**src/rtl/intl_trip_seq_pkg.sv**
```systemverilog
// rtl/intl_trip_seq_pkg.sv - shared state encodings, timing defaults and helpers for the interlock trip sequencer
package intl_trip_seq_pkg;

    typedef enum logic [1:0] {
        ST_RUN       = 2'd0,
        ST_TRIP      = 2'd1,
        ST_RST_PULSE = 2'd2,
        ST_SETTLE    = 2'd3
    } seq_state_e;

    // Raw encodings mirrored into the PS status register
    localparam logic [1:0] SEQ_RUN       = 2'd0;
    localparam logic [1:0] SEQ_TRIP      = 2'd1;
    localparam logic [1:0] SEQ_RST_PULSE = 2'd2;
    localparam logic [1:0] SEQ_SETTLE    = 2'd3;

    localparam int DEF_RST_PULSE   = 100;
    localparam int DEF_SETTLE      = 10000;
    localparam int DEF_SYNC_STAGES = 2;

    function automatic logic [15:0] sat_inc16(input logic [15:0] v);
        return (v == 16'hFFFF) ? v : v + 16'd1;
    endfunction

endpackage

```
**src/rtl/intl_sync_edge.sv**
```systemverilog
// rtl/intl_sync_edge.sv - optional multi-flop synchronizer followed by a rising-edge detector
module intl_sync_edge #(
    parameter int P_STAGES = 2,
    parameter bit P_BYPASS = 1'b0
) (
    input  logic i_clk,
    input  logic i_rst,
    input  logic i_d,
    output logic o_rise
);

    logic level;
    logic prev;

    generate
        if (P_BYPASS) begin : g_bypass
            assign level = i_d;
        end else begin : g_sync
            logic [P_STAGES-1:0] sync_q;
            always_ff @(posedge i_clk or posedge i_rst) begin
                if (i_rst) begin
                    sync_q <= '0;
                end else begin
                    sync_q <= {sync_q[P_STAGES-2:0], i_d};
                end
            end
            assign level = sync_q[P_STAGES-1];
        end
    endgenerate

    always_ff @(posedge i_clk or posedge i_rst) begin
        if (i_rst) begin
            prev <= 1'b0;
        end else begin
            prev <= level;
        end
    end

    assign o_rise = level & ~prev;

endmodule

```
**src/rtl/intl_trip_seq.sv**
```systemverilog
// rtl/intl_trip_seq.sv - interlock trip sequencer: fault capture, PWM enable and timed clear sequence
module intl_trip_seq
    import intl_trip_seq_pkg::*;
#(
    parameter int P_RST_PULSE   = DEF_RST_PULSE,
    parameter int P_SETTLE      = DEF_SETTLE,
    parameter int P_SYNC_STAGES = DEF_SYNC_STAGES
) (
    input  logic        i_clk,
    input  logic        i_rst,
    input  logic [31:0] i_intl_state,
    input  logic [31:0] i_intl_mask,
    input  logic        i_clr_req,
    input  logic        i_sys_rst_flag,
    output logic        o_pwm_en,
    output logic        o_trip,
    output logic        o_intl_clr,
    output logic        o_oc_rst,
    output logic [31:0] o_first_fault,
    output logic [31:0] o_fault_latch,
    output logic        o_clr_ack,
    output logic        o_clr_fail,
    output logic [15:0] o_trip_cnt,
    output logic [1:0]  o_seq_state
);

    localparam int RCW = (P_RST_PULSE > 1) ? $clog2(P_RST_PULSE) : 1;
    localparam int SCW = (P_SETTLE > 1) ? $clog2(P_SETTLE) : 1;
    localparam logic [RCW-1:0] RST_LAST    = RCW'(P_RST_PULSE - 1);
    localparam logic [SCW-1:0] SETTLE_LAST = SCW'(P_SETTLE - 1);

    seq_state_e     state;
    logic [RCW-1:0] rst_cnt;
    logic [SCW-1:0] settle_cnt;
    logic [31:0]    active;
    logic           fault_any;
    logic           dtr_rise;
    logic           ps_rise;
    logic           clr_req;

    assign active    = i_intl_state & ~i_intl_mask;
    assign fault_any = |active;

    intl_sync_edge #(
        .P_STAGES (P_SYNC_STAGES),
        .P_BYPASS (1'b0)
    ) u_dtr_edge (
        .i_clk  (i_clk),
        .i_rst  (i_rst),
        .i_d    (i_sys_rst_flag),
        .o_rise (dtr_rise)
    );

    // PS register bit is already in this clock domain; only the edge is needed
    intl_sync_edge #(
        .P_STAGES (P_SYNC_STAGES),
        .P_BYPASS (1'b1)
    ) u_ps_edge (
        .i_clk  (i_clk),
        .i_rst  (i_rst),
        .i_d    (i_clr_req),
        .o_rise (ps_rise)
    );

    assign clr_req = dtr_rise | ps_rise;

    always_ff @(posedge i_clk or posedge i_rst) begin
        if (i_rst) begin
            state         <= ST_TRIP;
            o_pwm_en      <= 1'b0;
            o_trip        <= 1'b1;
            o_intl_clr    <= 1'b0;
            o_oc_rst      <= 1'b0;
            o_first_fault <= '0;
            o_fault_latch <= '0;
            o_clr_ack     <= 1'b0;
            o_clr_fail    <= 1'b0;
            o_trip_cnt    <= '0;
            rst_cnt       <= '0;
            settle_cnt    <= '0;
        end else begin
            o_intl_clr <= 1'b0;
            o_clr_ack  <= 1'b0;
            o_clr_fail <= 1'b0;
            unique case (state)
                ST_RUN: begin
                    if (fault_any) begin
                        state         <= ST_TRIP;
                        o_pwm_en      <= 1'b0;
                        o_trip        <= 1'b1;
                        o_first_fault <= active;
                        o_fault_latch <= active;
                        o_trip_cnt    <= sat_inc16(o_trip_cnt);
                    end
                end
                ST_TRIP: begin
                    if (clr_req) begin
                        state         <= ST_RST_PULSE;
                        o_intl_clr    <= 1'b1;
                        o_oc_rst      <= 1'b1;
                        o_first_fault <= '0;
                        o_fault_latch <= '0;
                        rst_cnt       <= '0;
                    end else begin
                        o_fault_latch <= o_fault_latch | active;
                    end
                end
                ST_RST_PULSE: begin
                    // Faults are expected here while the OC latch is being reset
                    if (rst_cnt == RST_LAST) begin
                        o_oc_rst   <= 1'b0;
                        state      <= ST_SETTLE;
                        settle_cnt <= '0;
                    end else begin
                        rst_cnt <= rst_cnt + RCW'(1);
                    end
                end
                ST_SETTLE: begin
                    if (fault_any) begin
                        state         <= ST_TRIP;
                        o_first_fault <= active;
                        o_fault_latch <= active;
                        o_trip_cnt    <= sat_inc16(o_trip_cnt);
                        o_clr_fail    <= 1'b1;
                    end else if (settle_cnt == SETTLE_LAST) begin
                        state     <= ST_RUN;
                        o_clr_ack <= 1'b1;
                        o_pwm_en  <= 1'b1;
                        o_trip    <= 1'b0;
                    end else begin
                        settle_cnt <= settle_cnt + SCW'(1);
                    end
                end
            endcase
        end
    end

    assign o_seq_state = state;

endmodule

```
**config.mk**
```make
export PLATFORM = sky130hd
export DESIGN_NAME = intl_trip_seq
export DESIGN_NICKNAME = d
export VERILOG_FILES = /design/src/rtl/intl_trip_seq_pkg.sv /design/src/rtl/intl_sync_edge.sv /design/src/rtl/intl_trip_seq.sv
export SDC_FILE = /design/constraint.sdc
export NUM_CORES = 1
export LEC_CHECK = 0
export CAP_MARGIN = 20
export CORE_MARGIN = 2
export CORE_UTILIZATION = 45
export CTS_BUF_LIST = sky130_fd_sc_hd__clkbuf_8
export DETAILED_ROUTE_END_ITERATION = 10
export PLACE_DENSITY = 0.74
export SLEW_MARGIN = 20
export SYNTH_ARGS = -nofsm -noshare
export SYNTH_HDL_FRONTEND = slang
export SYNTH_SLANG_ARGS = --single-unit
```
**constraint.sdc**
```tcl
create_clock -name i_clk -period 5.2 [get_ports i_clk]
set_input_delay 0.78 -clock i_clk [delete_from_list [all_inputs] [get_ports i_clk]]
set_output_delay 0.78 -clock i_clk [all_outputs]
set_load 0.01 [all_outputs]
```
==> reports/metrics.yaml, run 1 <==
critical_path:
  crit_arrival_ns: 3.55
  crit_path_end_kind: "flip-flop"
  required_ns: 5.51
  path_delay_family: "simple AND/OR/NAND/NOR gates"
  worst-setup-path-type: "flip-flop to flip-flop"
  cp_cell_sequence: "inv_1 -> ha_2 -> inv_1 -> nor2_2 -> buf_4 -> nor2_1 -> a21oi_1 -> a21oi_1"
  rr_worst_depth: 8
  cp_slowest_stage_delay_ns: 0.92
  start_kind: "flip-flop"
  crit_path_top_delay_cell: "nor2_2"
  crit_buf_inv: 3
  reg2reg_to: "o_fault_latch[13]$_DFFE_PP0P_"
  cp_max_fo: 24
  r2r_start: "o_seq_state[0]$_DFFE_PP1P_"
  r2r_slack_ns: 1.95
  crit_start: "o_seq_state[0]$_DFFE_PP1P_"
clock_network:
  clock_latency_ns: 0.45
  clockRootBuffer: "clkbuf_8"
  path_clk_slew_ns: 0.07
  max-clock-path-buffers: 2
  cts_resized: 0
  cts_max_level: 4
  clock_sinks: 113
  cts_tree: "yes"
  hold_buffers: 0
  cts_buffers: 17
  cts_setup_buffers: 0
global_route:
  grtUsageTotal_pct: 26.40
  antenna_found_initial: 0
  grt_overflow: 0
  grt_pass1_vias: 5814
  grt_pass1_wl_mm: 29.89
  grt_max_degree: 87
finish:
  n_fill_cell: 1146
  multi_input_area_um2: 3035
  regArea_um2: 2830
  area_growth_pct: 33.71
  layout-drive-gt1-share_pct: 8.690
  nets: 882
  antenna_cells: 0
synth:
  synth-compound-area-share_pct: 21.97
  synth_cells: 668
  synth_top_cells_by_count: "111 x dfrtp_1, 90 x nor2_1, 80 x a21oi_1"
  synth.distinct_cells: 61
  synth_mux_area_share_pct: 1.066
  syn_area_um2: 6106
  synth_top_family_by_area: "simple AND/OR/NAND/NOR gates"
  yosysSeqAreaShare_pct: 46.35
  synth_ff_type: "dfrtp_1"
  yosys.area_share.simple_pct: 22.95
  synth-seq-cells: 113
  synth_xor_area_share_pct: 2.008
  synth-warning-count: 0
  synth_most_common_cell: "dfrtp_1"
  ys_async_sr_fraction_pct: 100.0
  ys_top_cells_by_area: "dfrtp_1 45%, a21oi_1 6.6%, a221o_1 5.7%"
  netlist.area_leader.share_pct: 45.49
  synth_nets: 743
  synthAdderAreaFrac_pct: 1.434
  synth_edf_count: 0
  yosys.area.top_type: "dfrtp_1"
  avgSynthCellArea_um2: 9.141
floorplan:
  rows: 42
  die_y_um: 120.5
  coreArea_um2: 13240
  initial_core_util_pct: 46.11
  die_x_um: 120.5
  die_area_um2: 14520
  io_pins: 156
timing:
  min_period_ns: 3.246
  maxSlewHeadroom_pct: 29.02
  fin_skew_ns: 0.009829
  final-setup-viol-count: 0
  fin_tns_setup_ns: 0
  fmax_mhz: 308.1
  fin_crit_sh_pct: 62.42
  whs_ns: 0.3479
  slew_viol_final: 0
  worstMarginPinSlew_ns: 1.064
  rsz0062_at_grt: "false"
  hold_violations: 0
power:
  powerDensity_nw_per_um2: 535.5
  pwr-share-comb_pct: 49.2
  p_int_mw: 2.531
  p_sw_share_pct: 42.10
  finalPower_mw: 4.372
  pwr-share-seq_pct: 32.1
  power_frac_clock_pct: 18.8
  p_leak_nw: 3.440
  netSwitchingPower_mw: 1.841
  ir_drop_uv: 337.0
detailed_routing:
  dr.pass1.iters: 5
  vias: 5889
  wl_per_cell_um: 18.61
  drc: 0
  first_iter_violations: 469
  drtAntennaViolNets: 0
  route.final.wire_length_mm: 18.48
  vias_per_cell: 5.931
placed_design:
  finalWeightedCongestion: 0.8432
  portBuffers: 155
  dp_hpwl_mm: 12.81
min_path:
  whs_endpoint: "u_dtr_edge.g_sync.sync_q[1]$_DFF_PP0_"
  hold_depth: 0
  min_from: "u_dtr_edge.g_sync.sync_q[0]$_DFF_PP0_"
  hold_path.class: "flip-flop to flip-flop"
run:
  cap_violations: 0
outcome:
  outcome: "completed"
## registers in the layout, summed over array words and instances, names as in the netlist
register and count:
o_clr_ack 1, o_clr_fail 1, o_fault_latch 32, o_first_fault 32, o_intl_clr 1, o_oc_rst 1
o_pwm_en 1, o_seq_state 2, o_trip 1, o_trip_cnt 16, rst_cnt 7, settle_cnt 14
u_dtr_edge.g_sync.sync_q 2, u_dtr_edge.prev 1, u_ps_edge.prev 1
## layout make-up
class / count / share of cell area [%]
clock buffer: 22 / 3.709
clock inverter: 7 / 1.027
inverter: 22 / 1.073
multi-input combinational: 491 / 37.18
sequential: 113 / 34.67
tap: 176 / 2.697
timing repair buffer: 162 / 19.65
## power groups by stage
stage / registers [mW] / clock network (mW) / logic, mW
after floorplan: 1.44 / 0 / 1.21
after global placement: 1.39 / 0 / 2.06
after detailed placement: 1.40 / 0 / 2.14
after CTS: 1.40 / 0.831 / 2.14
after global routing: 1.43 / 0.870 / 2.35
final: 1.40 / 0.820 / 2.15
## per-stage QoR
| stage | instances | utilization, % | setup WS, ns | area, um2 |
|---|---|---|---|---|
| after floorplan | 668 | - | 1.436 | 6106 |
| after global placement | 964 | 58.67 | 1.730 | 7770 |
| after detailed placement | 964 | 58.71 | 1.706 | 7775 |
| after CTS | 993 | 61.63 | 1.992 | 8162 |
| after global routing | 993 | 61.65 | 1.743 | 8164 |
| final | 993 | 61.65 | 1.954 | 8164 |
## cell families (layout without fill, tap and decap cells)
| logic type | count (synthesis) | in the layout |
|---|---|---|
| AND/OR/NAND/NOR | 266 | 266 |
| AO/OA/AOI/OAI | 198 | 198 |
| flip-flops | 113 | 113 |
| buffers and inverters | 64 | 213 |
| XOR/XNOR | 14 | 14 |
| adder cells (fa/ha/maj) | 7 | 7 |
| multiplexers | 6 | 6 |
## how the worst max path moves through the flow
stage | end | cells after the start | slack (ns)
after CTS | o_fault_latch[13]$_DFFE_PP0P_ | 8 | 1.99
after detailed placement | o_trip_cnt[15]$_DFFE_PP0P_ | 8 | 1.71
after floorplan | o_clr_ack$_DFF_PP0_ | 1 | 1.44
after global placement | o_trip_cnt[1]$_DFFE_PP0P_ | 8 | 1.73
after global routing | o_fault_latch[12]$_DFFE_PP0P_ | 8 | 1.74
final | o_fault_latch[13]$_DFFE_PP0P_ | 8 | 1.95
## cell usage in the layout, fill, tap and decap left out, types with 7 or more instances in the layout
master / n
xnor2_1: 13
nor3_1: 11
nor2_1: 89
clkdlybuf4s50_1: 155
nand4_1: 14
nand2b_2: 9
a21oi_1: 80
a221o_1: 35
or3_1: 7
o21ai_0: 34
and3_1: 11
a32o_1: 12
nand2_1: 54
dfrtp_1: 111
buf_4: 7
clkbuf_8: 22
nand3_1: 21
nand2b_1: 17
inv_1: 22
## routing by layer
metal  wire [um]  global-route usage [%]
met1        7393                   33.77
met2        8904                   41.70
met3        1716                   8.443
met4         462                   10.39
met5           0                       0
No activity file was read; power rests on OpenSTA's default activity.
==> run 2, diff against run 1 <==
- clock period: 5.2 -> 3.3 ns (I/O delays scaled with it)
==> run 2 against run 1 <==
Setup slack lost 1.0 ns. Clock power up 40%. Die area unchanged. Global-route usage down 1.1 points. Sequential cell count did not move. First-iteration DRC count rose by 34%. Combinational power rose by 59%. Register-to-register slack worse by 1.0 ns. Core utilization increased by 0.38 points. Highest routed layer unchanged. Total power is 55% higher.
==> reports/metrics.yaml, run 2 (synthesis gave the netlist of run 1 again) <==
floorplan:
  die_y_um: 120.5
  coreArea_um2: 13240
  io_pins: 156
  die_x_um: 120.5
  die_area_um2: 14520
  rows: 42
  initial_core_util_pct: 46.11
clock_network:
  cts_buffers: 17
  max-clock-path-buffers: 2
  cts_max_level: 4
  clock_latency_ns: 0.44
  clockRootBuffer: "clkbuf_8"
  cts_setup_buffers: 0
  cts_tree: "yes"
  path_clk_slew_ns: 0.07
  clock_sinks: 113
  cts_resized: 0
  hold_buffers: 0
timing:
  slew_viol_final: 0
  worstMarginPinSlew_ns: 0.6300
  hold_violations: 0
  fin_crit_sh_pct: 71.94
  rsz0062_at_grt: "false"
  final-setup-viol-count: 0
  fin_skew_ns: 0.009643
  layout_setup_ws_ns: 0.9261
  maxSlewHeadroom_pct: 58.00
  fmax_mhz: 421.2
  min_period_ns: 2.374
  fin_tns_setup_ns: 0
global_route:
  grtUsageTotal_pct: 25.30
  grt_pass1_wl_mm: 28.88
  grt_overflow: 0
  antenna_found_initial: 0
  grt_max_degree: 66
  grt_pass1_vias: 5648
critical_path:
  cp_max_fo: 12
  start_kind: "flip-flop"
  crit_path_end_kind: "flip-flop"
  r2r_slack_ns: 0.93
  crit_arrival_ns: 2.74
  worst-setup-path-type: "flip-flop to flip-flop"
  required_ns: 3.66
placed_design:
  dp_hpwl_mm: 12.52
  placed_area_um2: 7874
  finalWeightedCongestion: 0.8381
  post-place-ws_ns: 0.4704
  portBuffers: 155
power:
  powerDensity_nw_per_um2: 822.7
  power_frac_clock_pct: 17.1
  p_sw_share_pct: 42.51
  p_leak_nw: 3.493
  ir_drop_uv: 463.3
  pwr-share-seq_pct: 32.5
  netSwitchingPower_mw: 2.873
  pwr-share-comb_pct: 50.5
  p_int_mw: 3.885
  finalPower_mw: 6.757
detailed_routing:
  first_iter_violations: 627
  wl_per_cell_um: 17.83
  route.final.wire_length_mm: 17.95
  vias_per_cell: 5.867
  drtAntennaViolNets: 0
  vias: 5908
  dr.pass1.iters: 5
  drc: 0
finish:
  nets: 894
  reg_top3: "o_fault_latch (32), o_first_fault (32), o_trip_cnt (16)"
  area_growth_pct: 34.53
  antenna_cells: 0
  n_fill_cell: 1128
  final_common_cell: "clkdlybuf4s50_1"
  layout-drive-gt1-share_pct: 9.627
  final_cell_mix: "155 x clkdlybuf4s50_1, 111 x dfrtp_1, 89 x nor2_1"
  fin_area_um2: 8214
run:
  cap_violations: 0
outcome:
  outcome: "completed"
min_path:
  hold_path.class: "flip-flop to flip-flop"
-- run 2: critical path, stage by stage (launching register included) --
cell	delay (ns)
dfstp_2	0.57
inv_1	0.09
ha_1	0.36
and2_0	0.35
a311oi_1	0.56
o21ai_1	0.14
a22oi_1	0.22
-- run 2: layout make-up --
class                   instances  area (um2)  share of cell area (%)
repair buffers                174        1707                   20.78
multi-input cells             491        3030                   36.89
inverters                      22       86.33                   1.051
clock buffers                  19       261.5                   3.184
clock inverters                12       78.83                  0.9596
well taps                     176       220.2                   2.681
flip-flops and latches        113        2830                   34.46
-- run 2: per-layer routing --
layer	vias up	wire length (um)	global-route usage, %
met5	-	0	0
met4	0	380	8.866
met3	31	1415	7.358
met2	261	8521	39.09
met1	2886	7637	34.07
li1	2730	-	-
-- run 2: final timing paths --
check                                                           start                                    end  cells past startpoint
worst max-delay path                       o_seq_state[0]$_DFFE_PP1P_             o_seq_state[0]$_DFFE_PP1P_                      6
worst min-delay path            u_dtr_edge.g_sync.sync_q[0]$_DFF_PP0_  u_dtr_edge.g_sync.sync_q[1]$_DFF_PP0_                      0
worst max register to register             o_seq_state[0]$_DFFE_PP1P_             o_seq_state[0]$_DFFE_PP1P_                      6
worst min register to register  u_dtr_edge.g_sync.sync_q[0]$_DFF_PP0_  u_dtr_edge.g_sync.sync_q[1]$_DFF_PP0_                      0
max in group asynchronous                                       i_rst          o_fault_latch[20]$_DFFE_PP0P_                      3
min in group asynchronous                                       i_rst               u_ps_edge.prev$_DFF_PP0_                      3
-- run 2: stage by stage --
stage | cells | util, % | hold slack, ns
floorplan | 668 | - | 0.3312
global placement | 976 | 59.46 | 0.3367
detailed placement | 976 | 59.46 | 0.3379
CTS | 1007 | 62.03 | 0.3535
global route | 1007 | 62.03 | 0.3701
finish | 1007 | 62.03 | 0.3567
-- run 2: power groups by stage --
stage	Sequential, mW	Clock [mW]	Combinational, mW
2_1_floorplan	2.26	0	1.90
3_3_place_gp	2.18	0	3.27
3_5_place_dp	2.19	0	3.39
4_1_cts	2.18	1.17	3.39
5_1_grt	2.25	1.24	3.72
6_report	2.19	1.15	3.41
==> run 3, diff against run 2 <==
- PLACE_DENSITY: 0.74 -> 0.77
- clock period: 3.3 -> 1.9 ns (I/O delays scaled with it)
==> run 3 against run 2 <==
The flow now finishes with violations (negative setup slack). Non-clock buffer count increased by 137. First-iteration DRC count increased by 0.16%. Sequential cell count unchanged. Global-route usage increased by 3.4 points. Clock skew increased by 0.0019 ns. Core utilization increased by 16 points. Critical path type is now primary input to flip-flop.
==> reports/metrics.yaml, run 3 (synthesis gave the netlist of run 1 again) <==
outcome:
  outcome: "complete, but fails checks"
  violations: "negative setup slack"
timing:
  min_period_ns: 2.020
  fmax_mhz: 495.0
  fin_skew_ns: 0.01156
  hold_violations: 0
  rsz0062_at_grt: "true"
  final-setup-viol-count: 46
  worstMarginPinSlew_ns: 0.4667
  layout_setup_ws_ns: -0.1204
  fin_crit_sh_pct: 106.3
  slew_viol_final: 0
  maxSlewHeadroom_pct: 68.82
power:
  ir_drop_uv: 840.5
  p_leak_nw: 4.856
  powerDensity_nw_per_um2: 1502
  finalPower_mw: 15.53
finish:
  antenna_cells: 0
  layout-drive-gt1-share_pct: 32.40
  nets: 1031
  area_growth_pct: 69.32
  final_cell_mix: "125 x buf_4, 112 x clkdlybuf4s50_1, 111 x dfrtp_1"
  final_common_cell: "buf_4"
  fin_area_um2: 10340
  reg_top3: "o_fault_latch (32), o_first_fault (32), o_trip_cnt (16)"
global_route:
  grt_pass1_vias: 6409
  grtUsageTotal_pct: 28.67
  grt_overflow: 0
  grt_pass1_wl_mm: 32.66
  antenna_found_initial: 0
  grt_max_degree: 41
floorplan:
  coreArea_um2: 13240
  initial_core_util_pct: 46.11
  rows: 42
  die_x_um: 120.5
  die_area_um2: 14520
  die_y_um: 120.5
  io_pins: 156
critical_path:
  worst-setup-path-type: "primary input to flip-flop"
  crit_path_top_delay_cell: "clkdlybuf4s50_1"
  cp_slowest_stage_delay_ns: 0.45
  r2r_start: "settle_cnt[7]$_DFFE_PP0P_"
  r2r_slack_ns: -0.10
  crit_path_end_kind: "flip-flop"
  required_ns: 2.29
  cp_max_fo: 6
  cp_cell_sequence: "clkdlybuf4s50_1 -> nand2b_4 -> nand4_1 -> nor4_4 -> buf_4 -> and2_4 -> buf_12 -> clkbuf_16 -> a32o_1 -> a221o_1"
  start_kind: "primary input"
  crit_arrival_ns: 2.41
  crit_start: "i_intl_state[5]"
min_path:
  min_from: "i_intl_state[2]"
  hold_path.class: "primary input to flip-flop"
detailed_routing:
  vias: 6989
  drtAntennaViolNets: 0
  first_iter_violations: 628
  wl_per_cell_um: 20.77
  vias_per_cell: 6.104
  route.final.wire_length_mm: 23.79
  drc: 0
  dr.pass1.iters: 5
clock_network:
  hold_buffers: 0
  cts_buffers: 17
  cts_max_level: 4
  cts_tree: "yes"
  clock_latency_ns: 0.46
  clock_sinks: 113
  clockRootBuffer: "clkbuf_8"
  max-clock-path-buffers: 2
  path_clk_slew_ns: 0.08
placed_design:
  placed_area_um2: 8647
  portBuffers: 155
  finalWeightedCongestion: 0.9355
  dp_hpwl_mm: 14.29
run:
  cap_violations: 0
==> run 3: cell types whose count changed in the layout (fill, tap and decap cells not counted), sizes merged <==
| cell | delta |
|---|---|
| buf | +131 |
| bufinv | +4 |
| clkbuf | +6 |
| clkdlybuf4s50 | -43 |
| clkinv | -2 |
| clkinvlp | +3 |
| dlymetal6s2s | +42 |
| inv | -3 |
==> run 3: per-layer routing <==
| layer | share of wire [%] | wire (um) | GRT usage, % |
|---|---|---|---|
| met4 | 4.3 | 1019 | 12.79 |
| met1 | 37 | 8917 | 35.51 |
| met2 | 49 | 11600 | 47.25 |
| met5 | 0 | 0 | 0 |
| met3 | 9.5 | 2248 | 7.311 |
==> run 3: final timing paths <==
check	end	depth (start not counted)
setup / recovery	o_first_fault[30]$_DFFE_PP0P_	10
min in group asynchronous	o_trip_cnt[7]$_DFFE_PP0P_	2
max in group asynchronous	o_trip_cnt[5]$_DFFE_PP0P_	3
hold / removal	o_fault_latch[2]$_DFFE_PP0P_	3
setup reg to reg	settle_cnt[3]$_DFFE_PP0P_	6
hold reg to reg	u_dtr_edge.g_sync.sync_q[1]$_DFF_PP0_	0
==> run 3: area by class of cell <==
cell class / instances / area, um2
multi-input combinational: 491 / 3610
tap: 176 / 220.2
inverter: 22 / 88.84
clock buffer: 18 / 247.7
clock inverter: 14 / 212.7
timing repair buffer: 311 / 3129
sequential: 113 / 2830
fill: 781 / 2904
==> run 3: through the flow <==
stage | std cells | setup WS [ns] | hold WS, ns | TNS (ns) | utilization, %
after CTS | 1099 | -0.01028 | 0.1911 | -0.01220 | 69.64
after global placement | 1063 | -0.5268 | 0.3362 | -41.55 | 65.30
after detailed placement | 1063 | -0.5744 | 0.3582 | -45.83 | 65.30
after floorplan | 668 | -0.05523 | 0.3164 | -0.1849 | -
final | 1145 | -0.1204 | 0.1917 | -1.559 | 78.07
after global routing | 1145 | -0.1640 | 0.1818 | -3.974 | 78.07
==> run 3: power by group <==
group          switching (mW)  total [mW]  leakage [nW]  internal (mW)
clock network            1.09        2.68         0.226           1.59
registers               0.664        3.80          1.48           3.13
logic                    4.73        9.06          3.15           4.33
total                    6.48        15.5          4.86           9.05
==> run 3: repair_timing <==
item                       in CTS  in global routing
pin swaps                       8                 36
gates resized for setup        26                167
cloned                          0                  9
setup buffers                   4                 41
setup endpoints to repair      88                 92
==> run 3: critical path, delay by kind of cell <==
family,cells,cell delay (ns)
AO/OA/AOI/OAI,2,0.31
buffers and inverters,4,0.93
AND/OR/NAND/NOR,4,0.88
